`src/rtl/fp16_pkg.sv`:
```
// Shared fp16 field widths, constants and state/result encodings for the
// fp16 arithmetic datapath.
package fp16_pkg;

    localparam int EXP_W = 5;
    localparam int MAN_W = 10;
    localparam int BIAS  = 15;

    localparam logic [EXP_W-1:0] EXP_MAX      = 5'h1F;
    localparam logic [15:0]      POS_ZERO     = 16'h0000;
    localparam logic [15:0]      QNAN_DEFAULT = 16'h7E00;

    typedef enum logic [2:0] {
        IDLE,
        ALIGN,
        CALC,
        NORM,
        DONE
    } state_t;

    // What the DONE stage packs into x.
    typedef enum logic [1:0] {
        RES_NUM,
        RES_ZERO,
        RES_NAN
    } res_kind_t;

    function automatic logic [15:0] inf_pattern(input logic sign);
        return {sign, EXP_MAX, {MAN_W{1'b0}}};
    endfunction

endpackage

```
`src/rtl/fp16_subtractor_if.sv`:
```
// Operand/result handshake bundle for the fp16 subtract unit.
interface fp16_subtractor_if;

    logic        in_valid;
    logic        in_ready;
    logic [15:0] a;
    logic [15:0] b;
    logic        out_valid;
    logic        out_ready;
    logic [15:0] x;

    modport master (
        output in_valid, a, b, out_ready,
        input  in_ready, out_valid, x
    );

    modport slave (
        input  in_valid, a, b, out_ready,
        output in_ready, out_valid, x
    );

endinterface

```
`src/rtl/ksa.sv`:
```
// Kogge-Stone parallel-prefix adder with carry-in.
module ksa #(
    parameter int BITS = 16
) (
    input  logic [BITS-1:0] a,
    input  logic [BITS-1:0] b,
    input  logic            cin,
    output logic [BITS-1:0] sum,
    output logic            cout
);

    localparam int unsigned N = BITS;

    logic [BITS-1:0] carry;

    // Prefix tree over (generate, propagate); cin is folded into bit 0 generate.
    always_comb begin
        logic [BITS-1:0] gg, pp, gn, pn;
        gg    = a & b;
        pp    = a ^ b;
        gg[0] = gg[0] | (pp[0] & cin);
        for (int unsigned d = 1; d < N; d = d << 1) begin
            gn = gg;
            pn = pp;
            for (int unsigned i = d; i < N; i++) begin
                gn[i] = gg[i] | (pp[i] & gg[i - d]);
                pn[i] = pp[i] & pp[i - d];
            end
            gg = gn;
            pp = pn;
        end
        carry = gg;
    end

    assign sum  = (a ^ b) ^ {carry[BITS-2:0], cin};
    assign cout = carry[BITS-1];

endmodule

```
`src/rtl/fp16_subtractor.sv`:
```
// Sequential fp16 subtractor x = a - b: align, add/subtract, iterative
// one-bit-per-cycle normalisation, then a registered result behind valid/ready.
module fp16_subtractor
    import fp16_pkg::*;
#(
    parameter int          GUARD = 10,
    parameter logic [15:0] QNAN  = QNAN_DEFAULT
) (
    input logic              clk,
    input logic              rst,
    fp16_subtractor_if.slave bus
);

    localparam int         W         = 11 + GUARD;
    localparam logic [5:0] SHIFT_LIM = 6'(W);

    state_t      state;
    res_kind_t   kind;
    logic [15:0] a_q, b_q, x_q;
    logic        out_valid_q;
    logic        sign_q, eff_sub_q;
    logic [5:0]  exp_q;
    logic [W-1:0] big_q, small_q;

    logic         za, zb, sa, sb_eff, a_big, special;
    logic [4:0]   ea, eb, e_big, e_diff;
    logic [9:0]   ma, mb;
    logic [W-1:0] sig_a, sig_b, sig_big, sig_small, sig_small_sh;

    logic [W-1:0] addend, sum;
    logic         cout;
    logic [15:0]  packed_x;

    assign bus.in_ready  = (state == IDLE) && !rst;
    assign bus.out_valid = out_valid_q;
    assign bus.x         = x_q;

    // Operand decode for ALIGN: flush exp-0 operands to +0, pick the larger, align the smaller.
    always_comb begin
        ea      = a_q[14:10];
        eb      = b_q[14:10];
        za      = (ea == '0);
        zb      = (eb == '0);
        special = (ea == EXP_MAX) || (eb == EXP_MAX);
        ma      = za ? '0 : a_q[9:0];
        mb      = zb ? '0 : b_q[9:0];
        sa      = za ? 1'b0 : a_q[15];
        sb_eff  = ~(zb ? 1'b0 : b_q[15]);
        sig_a   = za ? '0 : {1'b1, ma, {GUARD{1'b0}}};
        sig_b   = zb ? '0 : {1'b1, mb, {GUARD{1'b0}}};
        a_big   = ({ea, ma} >= {eb, mb});
        if (a_big) begin
            sig_big   = sig_a;
            sig_small = sig_b;
            e_big     = ea;
            e_diff    = ea - eb;
        end else begin
            sig_big   = sig_b;
            sig_small = sig_a;
            e_big     = eb;
            e_diff    = eb - ea;
        end
        sig_small_sh = ({1'b0, e_diff} >= SHIFT_LIM) ? '0 : (sig_small >> e_diff);
    end

    // Effective subtract uses larger + ~smaller + 1; effective add is a plain sum.
    assign addend = eff_sub_q ? ~small_q : small_q;

    ksa #(.BITS(W)) u_ksa (
        .a    (big_q),
        .b    (addend),
        .cin  (eff_sub_q),
        .sum  (sum),
        .cout (cout)
    );

    // Final result encoding from the working registers.
    always_comb begin
        packed_x = POS_ZERO;
        case (kind)
            RES_NAN:  packed_x = QNAN;
            RES_ZERO: packed_x = POS_ZERO;
            default: begin
                if (exp_q >= {1'b0, EXP_MAX}) packed_x = inf_pattern(sign_q);
                else packed_x = {sign_q, exp_q[4:0], big_q[W-2:GUARD]};
            end
        endcase
    end

    // Control FSM and datapath registers; packing takes the first DONE cycle so out_valid trails DONE entry by one.
    always_ff @(posedge clk) begin
        if (rst) begin
            state       <= IDLE;
            x_q         <= '0;
            out_valid_q <= 1'b0;
            kind        <= RES_NUM;
        end else begin
            case (state)
                IDLE: begin
                    if (bus.in_valid) begin
                        a_q   <= bus.a;
                        b_q   <= bus.b;
                        state <= ALIGN;
                    end
                end
                ALIGN: begin
                    if (special) begin
                        kind  <= RES_NAN;
                        state <= DONE;
                    end else begin
                        kind      <= RES_NUM;
                        big_q     <= sig_big;
                        small_q   <= sig_small_sh;
                        exp_q     <= {1'b0, e_big};
                        sign_q    <= a_big ? sa : sb_eff;
                        eff_sub_q <= (sa != sb_eff);
                        state     <= CALC;
                    end
                end
                CALC: begin
                    if (!eff_sub_q && cout) begin
                        big_q <= {1'b1, sum[W-1:1]};
                        exp_q <= exp_q + 6'd1;
                        state <= DONE;
                    end else if (sum == '0) begin
                        kind  <= RES_ZERO;
                        state <= DONE;
                    end else begin
                        big_q <= sum;
                        state <= sum[W-1] ? DONE : NORM;
                    end
                end
                NORM: begin
                    if (exp_q == 6'd1) begin
                        kind  <= RES_ZERO;
                        state <= DONE;
                    end else begin
                        big_q <= big_q << 1;
                        exp_q <= exp_q - 6'd1;
                        if (big_q[W-2]) state <= DONE;
                    end
                end
                DONE: begin
                    if (!out_valid_q) begin
                        out_valid_q <= 1'b1;
                        x_q         <= packed_x;
                    end else if (bus.out_ready) begin
                        out_valid_q <= 1'b0;
                        state       <= IDLE;
                    end
                end
                default: state <= IDLE;
            endcase
        end
    end

endmodule
```
`src/flat_wrapper.sv`:
```
// flat-port wrapper written by rule: the top's interface ports become plain ports
module fp16_subtractor_flat import fp16_pkg::*;
#(
    parameter int          GUARD = 10,
    parameter logic [15:0] QNAN  = QNAN_DEFAULT
)
  (clk, rst, bus_in_valid, bus_a, bus_b, bus_out_ready, bus_in_ready, bus_out_valid, bus_x);
  fp16_subtractor_if bus_i ();
  input logic clk;
  input logic rst;
  input wire logic [$bits(bus_i.in_valid)-1:0] bus_in_valid;
  input wire logic [$bits(bus_i.a)-1:0] bus_a;
  input wire logic [$bits(bus_i.b)-1:0] bus_b;
  input wire logic [$bits(bus_i.out_ready)-1:0] bus_out_ready;
  output wire logic [$bits(bus_i.in_ready)-1:0] bus_in_ready;
  output wire logic [$bits(bus_i.out_valid)-1:0] bus_out_valid;
  output wire logic [$bits(bus_i.x)-1:0] bus_x;
  assign bus_i.in_valid = bus_in_valid;
  assign bus_i.a = bus_a;
  assign bus_i.b = bus_b;
  assign bus_i.out_ready = bus_out_ready;
  assign bus_in_ready = bus_i.in_ready;
  assign bus_out_valid = bus_i.out_valid;
  assign bus_x = bus_i.x;
  fp16_subtractor #(.GUARD(GUARD), .QNAN(QNAN)) u_core (.clk(clk), .rst(rst), .bus(bus_i));
endmodule
```
`config.mk`:
```
export PLATFORM = sky130hd
export DESIGN_NAME = fp16_subtractor_flat
export DESIGN_NICKNAME = d
export VERILOG_FILES = /design/src/rtl/fp16_pkg.sv /design/src/rtl/fp16_subtractor_if.sv /design/src/rtl/ksa.sv /design/src/rtl/fp16_subtractor.sv /design/src/flat_wrapper.sv
export SDC_FILE = /design/constraint.sdc
export NUM_CORES = 1
export LEC_CHECK = 0
export ABC_AREA = 1
export CAP_MARGIN = 20
export CORE_MARGIN = 2
export CORE_UTILIZATION = 35
export DETAILED_ROUTE_END_ITERATION = 7
export PLACE_DENSITY = 0.61
export SYNTH_ARGS = -nofsm -noshare
export SYNTH_HDL_FRONTEND = slang
export SYNTH_HIERARCHICAL = 1
export SYNTH_SLANG_ARGS = --single-unit
```
`constraint.sdc`:
```
create_clock -name clk -period 7.15 [get_ports clk]
set_input_delay 2.145 -clock clk [delete_from_list [all_inputs] [get_ports clk]]
set_output_delay 2.145 -clock clk [all_outputs]
set_load 0.05 [all_outputs]
```
==> results.py, run 1 <==
metrics = {
    "yosys": {
        "ys_ff_latch": 104,
        "synth.top_cell.area_share_pct": 31.3,
        "synth_cells": 1050,
        "yosysWarningCount": 6,
        "syn_area_um2": 7870,
        "yosysUniqueCellTypes": 47,
        "synth_nets": 1134,
        "syn_avg_cell_area_um2": 7.49,
        "yosysTopAreaCell": "edfxtp_1",
        "yosysSeqAreaShare_pct": 36.9,
        "synth.top_cells.by_area": "edfxtp_1, nand2_1, ha_1",
    },
    "timing": {
        "tns_ns": 0,
        "hold_viol": 0,
        "layout_min_cycle_time_ns": 5.93,
        "clock_skew_ns": 0.00838,
        "fin_crit_sh_pct": 83.0,
        "worst_pin_slew_ns": 0.967,
        "slew_viol_final": 0,
        "maxSlewHeadroom_pct": 35.5,
        "setup_viol": 0,
        "max_freq_ghz": 0.169,
        "rsz0062_at_grt": "no",
    },
    "finish": {
        "n_fill_cell": 2272,
        "drive_above_1_share_pct": 7.79,
        "final_cell_area_um2": 8940,
        "syn_to_final_growth_pct": 13.6,
        "nets": 1170,
        "n_antenna_cell": 0,
    },
    "global_routing": {
        "antenna_found_initial": 0,
        "grt_max_degree": 47,
        "overflow": 0,
        "grt_pass1_wl_um": 33100,
        "grt_pass1_vias": 6577,
        "grt_util_all_layers_pct": 17.3,
    },
    "worst_setup_path": {
        "cp.arrival_ns": 3.79,
        "worst-path-max-fanout": 11,
        "cp-end-kind": "primary output",
        "worstSetupStartpointType": "input pin",
        "critical_path_class": "in2out",
        "cp.required_ns": 5.01,
    },
    "floorplanning": {
        "core_um2": 22000,
        "top_level_ports": 54,
        "start_util_pct": 35.8,
        "dieArea_um2": 23700,
        "die_h_um": 154,
        "num_rows": 54,
        "die_w_um": 154,
    },
    "clock_network": {
        "clock_sinks": 104,
        "clock_latency_ns": 0.36,
        "tritoncts": "done",
        "cts.htree.levels": 3,
        "post_cts_buffers": 0,
        "ctsResizeCount": 0,
        "cts_buffers": 9,
        "root_buffer": "clkbuf_16",
        "clkTransAtPathRegs_ns": 0.07,
        "clk_path_buf_depth": 2,
        "hold_buffers": 0,
    },
    "placed_design": {
        "dp_hpwl_um": 15600,
        "io_buffers": 53,
        "placed_area_um2": 8600,
        "place_congestion": 0.888,
    },
    "outcome": {
        "status": "finished, final reports clean",
    },
    "detailed_routing": {
        "vias": 6888,
        "drcViolationCount": 0,
        "routedWlPerCell_um": 14.4,
        "totalWireLength_um": 19800,
        "viasPerCell": 5.02,
        "drt-initial-drc-count": 512,
        "drtPass1Iterations": 5,
        "ant_nets": 0,
    },
    "power_and_ir_drop": {
        "ir_worst_vdd_uv": 153,
        "leakage_nw": 4.02,
        "cellPowerDensity_nw_per_um2": 391,
    },
    "job": {
        "maxCapViolCount": 0,
    },
    "worst_hold_path": {
        "hold_class": "reg2reg",
    },
}
==> registers in the layout, indices dropped and copies added, names as in the netlist <==
register and count:
u_core/big_q 21, u_core/small_q 21, u_core/a_q 16, u_core/b_q 16, u_core/bus.x 16, u_core/exp_q 6
u_core/state 3, u_core/kind 2, u_core/bus.out_valid 1, u_core/eff_sub_q 1, u_core/sign_q 1
==> cells in the mapped netlist (all sizes together) <==
cell,count
o2111ai,8
o21ai,60
or2,2
clkbuf,18
xor2,33
nor4,4
and2,4
edfxtp,82
a221oi,3
a21oi,50
a211oi,2
o221ai,12
a32oi,2
o21bai,4
ha,44
dfxtp,22
buf,16
inv,150
fa,4
nand3,115
nand2,298
a31oi,1
nor2,80
clkinv,1
xnor2,6
nand4,12
nor3,10
o22ai,2
o211ai,4
nand3b,1
==> path summary, 6_finish.rpt <==
check	startpoint	end	slack, ns	cells after the start
max	rst	bus_in_ready	1.22	3
min	u_core/kind[1]	u_core/kind[1]	0.49	2
max reg2reg	u_core/eff_sub_q	u_core/big_q[2]	2.84	17
min reg2reg	u_core/kind[1]	u_core/kind[1]	0.49	2
==> layout by cell type, fill, tap and decap left out, types with 6 or more instances in the layout <==
master             n
nor2_2            14
nand3_2            6
inv_2             12
nand3_1          108
dfxtp_1           22
edfxtp_1          82
o21ai_1           13
clkdlybuf4s50_1   53
o21ai_0           43
clkbuf_16         10
a21oi_1           47
nor2_1            65
o2111ai_1          8
xor2_1            33
xnor2_1            6
nand2_2           14
nor3_1            10
o221ai_1          12
nand2_1          282
nand4_1           12
inv_1            137
ha_1              44
==> power by group <==
group | leakage, nW | switching (mW) | internal, mW | total [mW]
clock network | 0.153 | 0.228 | 0.269 | 0.497
logic | 2.92 | 1.40 | 0.655 | 2.05
registers | 0.940 | 0.0933 | 0.852 | 0.946
==> through the flow <==
stage | setup WS [ns] | hold WS [ns] | cells | power [mW] | util (%)
6_report | 1.22 | 0.487 | 1371 | 3.50 | 40.7
3_5_place_dp | 1.22 | 0.472 | 1353 | 2.97 | 39.2
2_1_floorplan | 1.71 | 0.445 | 1050 | 2.50 | -
3_3_place_gp | 1.22 | 0.456 | 1353 | 2.95 | 39.2
4_1_cts | 1.20 | 0.484 | 1369 | 3.48 | 40.5
5_1_grt | 1.12 | 0.505 | 1371 | 3.82 | 40.7
==> per-layer routing <==
metal	track usage [%]	up-vias	part of all wire [%]
li1	-	3560	-
met1	23.7	3156	49
met2	27.8	148	45
met3	3.04	24	4.3
met4	5.56	0	2.1
met5	0	-	0
==> kinds of logic (layout without fill, tap and decap cells) <==
kind of cell,Yosys count,after routing,synth area share (%)
flops,104,104,36.9
fa+ha+maj,48,48,8.02
compound gates,148,148,11.5
simple gates,526,526,29.5
buf+inv,185,226,9.70
xor+xnor,39,39,4.34
==> worst max-delay path: stages <==
cell and delay [ns]:
clkdlybuf4s50_1 0.64, nor2_1 0.19, clkdlybuf4s50_1 0.81
==> area by class of cell <==
class | instances | area, µm² | area share, %
clock inverter | 5 | 36.3 | 0.406
tap | 280 | 350 | 3.92
clock buffer | 11 | 264 | 2.95
timing repair buffer | 59 | 603 | 6.75
sequential | 104 | 2900 | 32.5
multi-input combinational | 761 | 4220 | 47.1
inverter | 151 | 569 | 6.37
No activity file was read; power rests on OpenSTA's default activity.
==> run 2, diff against run 1 <==
- PLACE_DENSITY: 0.61 -> 0.63
- clock period: 7.15 -> 4.8 ns (I/O delays scaled with it)
==> run 2 against run 1 <==
Net effect: critical endpoint is now u_core/big_q[10]; flip-flop and latch count is the same; via count grew 0.10%; cell count grew 0.44%; first-iteration DRC count shrank 1.4%; largest power group unchanged; non-clock buffer count grew 6; cell area grew 0.36%; die area is the same; critical path type is now reg2reg; clock skew grew 0.0054 ns.
==> results.py, run 2 (synthesized netlist as in run 1, its figures left out) <==
metrics = {
    "global_routing": {
        "grt_util_all_layers_pct": 16.8,
        "grt_pass1_wl_um": 32200,
        "grt_max_degree": 34,
        "antenna_found_initial": 0,
        "grt_pass1_vias": 6345,
        "overflow": 0,
    },
    "clock_network": {
        "clk_path_buf_depth": 2,
        "tritoncts": "done",
        "hold_buffers": 0,
        "root_buffer": "clkbuf_16",
        "clkTransAtPathRegs_ns": 0.08,
        "post_cts_buffers": 0,
        "clock_latency_ns": 0.35,
        "cts_buffers": 9,
        "clock_sinks": 104,
        "cts.htree.levels": 3,
        "ctsResizeCount": 0,
    },
    "finish": {
        "post-route-util_pct": 40.9,
        "nets": 1176,
        "syn_to_final_growth_pct": 14.1,
        "largest_registers": "u_core/big_q: 21 flops, u_core/small_q: 21 flops",
        "drive_above_1_share_pct": 8.30,
        "n_antenna_cell": 0,
        "final_cell_mix": "nand2_1, inv_1, nand3_1",
        "layout_commonest_cell": "nand2_1",
    },
    "floorplanning": {
        "core_um2": 22000,
        "dieArea_um2": 23700,
        "top_level_ports": 54,
        "die_h_um": 154,
        "num_rows": 54,
        "start_util_pct": 35.8,
        "die_w_um": 154,
    },
    "detailed_routing": {
        "drtPass1Iterations": 5,
        "viasPerCell": 5.01,
        "drcViolationCount": 0,
        "vias": 6895,
        "drt-initial-drc-count": 505,
        "totalWireLength_um": 19600,
        "routedWlPerCell_um": 14.2,
        "ant_nets": 0,
    },
    "timing": {
        "layout_min_cycle_time_ns": 4.08,
        "slew_viol_final": 0,
        "fin_crit_sh_pct": 85.0,
        "worst_pin_slew_ns": 0.774,
        "hold_viol": 0,
        "tns_ns": 0,
        "setup_viol": 0,
        "rsz0062_at_grt": "no",
        "maxSlewHeadroom_pct": 48.2,
        "clock_skew_ns": 0.0138,
        "max_freq_ghz": 0.245,
    },
    "worst_setup_path": {
        "cp-end-kind": "flop",
        "worstSetupStartpointType": "flop",
        "crit_path_cell_trace": "buf_12 > xor2_1 > ha_1 > nand2_1 > nand3_2 > nand2_1 > nand2_1 > nand3_1 > nand2_1 > nand2_1 > nand2_1 > inv_1 > nor2_1 > inv_1 > nor2_2 > inv_1 > nand4_1 > nor2_1 > nor4_4 > buf_4",
        "critPathTopFamily": "simple AND/OR/NAND/NOR gates",
        "critical_path_class": "reg2reg",
        "cp.arrival_ns": 4.13,
        "cp.required_ns": 4.84,
        "worst-path-max-fanout": 23,
        "cp_num_buf_inv": 5,
        "max_stage_delay_ns": 0.45,
        "slowest_stage": "nor4_4",
        "cpMostUsedCell": "nand2_1",
    },
    "power_and_ir_drop": {
        "leakage_nw": 4.04,
        "ir_worst_vdd_uv": 240,
        "cellPowerDensity_nw_per_um2": 580,
    },
    "placed_design": {
        "place_congestion": 0.896,
        "io_buffers": 53,
        "dp_hpwl_um": 15800,
    },
    "worst_hold_path": {
        "hold_class": "reg2reg",
    },
    "outcome": {
        "status": "finished, final reports clean",
    },
    "job": {
        "maxCapViolCount": 0,
    },
}
==> run 2: cell types whose count changed in the layout (fill, tap and decap cells not counted), sizes merged <==
| cell | delta |
|---|---|
| buf | +7 |
| clkbuf | -1 |
| clkinv | +1 |
| clkdlybuf4s50 | -1 |
==> run 2: metal layers <==
metal	up-vias	part of all wire, %	global-route usage, %
met3	22	4.6	3.16
met2	177	43	25.7
met1	3129	51	24.4
met5	-	0	0
met4	0	1.6	4.32
li1	3567	-	-
==> run 2: worst min-delay path: stages, from the launching register on <==
cell and delay (ns):
dfxtp_1 0.32, nand2_1 0.06, a21oi_1 0.05
==> run 2: cell type report <==
class,instances,area (µm²)
Inverter,151,569
Clock inverter,6,52.6
Tap cell,280,350
Fill cell,2223,13000
Multi-Input combinational cell,761,4220
Sequential cell,104,2900
Clock buffer,10,239
Timing Repair Buffer,65,638
==> run 2: power breakdown <==
group | leakage [nW] | switching [mW] | internal [mW]
registers | 0.940 | 0.146 | 1.27
logic | 2.95 | 2.09 | 0.989
clock network | 0.146 | 0.336 | 0.373
total | 4.04 | 2.57 | 2.63
==> run 2: final timing paths <==
check	from	endpoint	slack (ns)	cells past startpoint
worst max register to register	u_core/eff_sub_q	u_core/big_q[10]	0.72	20
worst min-delay path	u_core/kind[1]	u_core/kind[1]	0.48	2
worst max-delay path	u_core/eff_sub_q	u_core/big_q[10]	0.72	20
worst min register to register	u_core/kind[1]	u_core/kind[1]	0.48	2
==> run 2: metrics by stage <==
| step | power [mW] | setup WS (ns) | cells | hold slack (ns) | instance area, µm² |
|---|---|---|---|---|---|
| floorplan | 3.72 | 0.244 | 1050 | 0.445 | 7870 |
| global placement | 4.46 | 0.840 | 1360 | 0.459 | 8670 |
| detailed placement | 4.46 | 0.742 | 1360 | 0.462 | 8670 |
| CTS | 5.19 | 0.731 | 1376 | 0.474 | 8960 |
| global route | 5.67 | 0.421 | 1377 | 0.489 | 8970 |
| finish | 5.21 | 0.718 | 1377 | 0.477 | 8970 |
==> run 3, diff against run 2 <==
- REMOVE_ABC_BUFFERS: default -> 1
- SKIP_LAST_GASP: default -> 1
- clock period: 4.8 -> 3.45 ns (I/O delays scaled with it)
==> run 3 against run 2 <==
Net effect: the run now ends with setup timing left; critical path depth grew 1; critical path type unchanged; sequential share of layout area shrank 3.6 points; die area is the same; worst hold slack lost 0.0061 ns; largest power group unchanged; cell count grew 4.4%; combinational power grew 79%; wire length grew 10%; critical endpoint is now u_core/big_q[13]; power grew 64%; worst setup slack lost 0.89 ns; clock skew grew 0.00078 ns; non-clock buffer count grew 58; first-iteration DRC count shrank 0.40%.
==> results.py, run 3 (synthesized netlist as in run 1, its figures left out) <==
metrics = {
    "clock_network": {
        "root_buffer": "clkbuf_16",
        "clock_sinks": 104,
        "clock_latency_ns": 0.36,
        "cts.htree.levels": 3,
        "hold_buffers": 0,
        "cts_buffers": 9,
        "clkTransAtPathRegs_ns": 0.08,
        "clk_path_buf_depth": 2,
        "tritoncts": "done",
    },
    "detailed_routing": {
        "totalWireLength_um": 21600,
        "vias": 7282,
        "drtPass1Iterations": 5,
        "viasPerCell": 5.07,
        "routedWlPerCell_um": 15.0,
        "drt-initial-drc-count": 503,
        "drcViolationCount": 0,
        "ant_nets": 0,
    },
    "worst_setup_path": {
        "crit_path_cell_trace": "buf_6 > buf_8 > xor2_2 > inv_1 > fa_2 > inv_2 > nand3_2 > nand3_2 > nand3_2 > nand2_4 > xor2_1 > inv_1 > nand4_1 > nor4_4 > nand3_2 > nand2_2 > nand4_1 > nor2_2 > nor4_4 > buf_4 > clkbuf_16",
        "r2r-end": "u_core/big_q[13]",
        "cp.arrival_ns": 3.69,
        "r2r-start": "u_core/eff_sub_q",
        "cp_num_buf_inv": 7,
        "startpoint": "u_core/eff_sub_q",
        "critPathTopFamily": "simple AND/OR/NAND/NOR gates",
        "worst-path-max-fanout": 8,
        "worstSetupStartpointType": "flop",
        "cp.required_ns": 3.52,
        "reg2reg_depth": 21,
        "slowest_stage": "edfxtp_1",
        "critical_path_class": "reg2reg",
        "max_stage_delay_ns": 0.48,
        "cpMostUsedCell": "nand3_2",
        "regToRegSetupSlack_ns": -0.17,
        "cp-end-kind": "flop",
    },
    "placed_design": {
        "io_buffers": 53,
        "placed_area_um2": 8920,
        "place_congestion": 0.928,
        "dp_hpwl_um": 16200,
    },
    "power_and_ir_drop": {
        "p_total_mw": 8.54,
        "cellPowerDensity_nw_per_um2": 844,
        "leakage_nw": 4.42,
        "ir_worst_vdd_uv": 288,
    },
    "finish": {
        "layout_commonest_cell": "nand2_1",
        "final_cell_area_um2": 10100,
        "nets": 1236,
        "drive_above_1_share_pct": 21.8,
        "seq_area_um2": 2900,
        "n_fill_cell": 2123,
        "final_cell_mix": "nand2_1, inv_1, nand3_1",
        "syn_to_final_growth_pct": 28.5,
        "n_antenna_cell": 0,
        "multiInputGateArea_um2": 4820,
        "largest_registers": "u_core/big_q: 21 flops, u_core/small_q: 21 flops",
    },
    "floorplanning": {
        "die_h_um": 154,
        "start_util_pct": 35.8,
        "dieArea_um2": 23700,
        "die_w_um": 154,
        "top_level_ports": 54,
        "num_rows": 54,
        "core_um2": 22000,
    },
    "worst_hold_path": {
        "whs_path_depth": 2,
        "hold_class": "reg2reg",
        "whs_endpoint": "u_core/kind[1]",
        "holdCritStartpoint": "u_core/kind[1]",
    },
    "timing": {
        "holdWs_ns": 0.471,
        "clock_skew_ns": 0.0146,
        "max_freq_ghz": 0.276,
        "layout_min_cycle_time_ns": 3.62,
        "slew_viol_final": 0,
        "fin_ws_ns": -0.171,
        "tns_ns": -2.48,
        "rsz0062_at_grt": "yes",
        "worst_pin_slew_ns": 0.710,
        "maxSlewHeadroom_pct": 52.5,
        "setup_viol": 16,
        "hold_viol": 0,
        "fin_crit_sh_pct": 105,
    },
    "global_routing": {
        "grt_util_all_layers_pct": 17.2,
        "overflow": 0,
        "grt_pass1_vias": 6594,
        "grt_pass1_wl_um": 32800,
        "antenna_found_initial": 0,
        "grt_max_degree": 33,
    },
    "job": {
        "maxCapViolCount": 0,
    },
    "outcome": {
        "status": "complete, but fails checks",
        "violations": "setup timing",
    },
}
## run 3: worst register-to-register path, stage by stage, from the launching register on
cell and delay, ns:
edfxtp_1 0.48, buf_6 0.17, buf_8 0.15, xor2_2 0.17, inv_1 0.10, fa_2 0.40, inv_2 0.08, nand3_2 0.07
nand3_2 0.08, nand3_2 0.09, nand2_4 0.09, xor2_1 0.14, inv_1 0.10, nand4_1 0.18, nor4_4 0.05, nand3_2 0.10
nand2_2 0.06, nand4_1 0.12, nor2_2 0.06, nor4_4 0.29, buf_4 0.20, clkbuf_16 0.16
## run 3: routing by layer
| layer | wire [µm] | GRT usage, % | vias up |
|---|---|---|---|
| met5 | 0 | 0 | - |
| met4 | 456 | 4.90 | 0 |
| met3 | 1070 | 3.04 | 34 |
| met2 | 9990 | 27.2 | 202 |
| met1 | 10100 | 24.2 | 3358 |
| li1 | - | - | 3688 |
## run 3: final cells by class
class	count	share of cell area, %
multi-input cells	763	47.6
flip-flops and latches	104	28.7
well taps	280	3.46
clock inverters	7	0.730
repair buffers	123	11.6
clock buffers	9	2.23
inverters	151	5.66
## run 3: what timing repair did
action,4_1_cts,5_1_grt
pin swaps,3,44
resized for setup,8,136
endpoints found under the setup margin,21,64
buffers inserted,3,26
gates cloned,0,3
## run 3: how the worst max path moves through the flow
stage / endpoint / slack (ns) / cells past startpoint
2_1_floorplan: u_core/big_q[0] / -2.05 / 18
4_1_cts: u_core/big_q[11] / -0.005 / 23
5_1_grt: u_core/big_q[10] / -0.32 / 21
6_report: u_core/big_q[13] / -0.17 / 21
3_3_place_gp: u_core/big_q[5] / 0.07 / 18
3_5_place_dp: u_core/big_q[4] / 0.02 / 17
## run 3: power breakdown
group	leakage [nW]	internal, mW	total, mW	switching [mW]
sequential	0.940	1.77	1.99	0.226
clock	0.147	0.513	1.03	0.521
combinational	3.33	2.09	5.51	3.42
## run 3: per-stage QoR
step	utilization, %	std cells	worst slack, ns
floorplan	-	1016	-2.05
global placement	40.6	1391	0.0749
detailed placement	40.6	1391	0.0170
CTS	42.3	1410	-0.00512
global route	46.0	1437	-0.322
finish	46.0	1437	-0.171
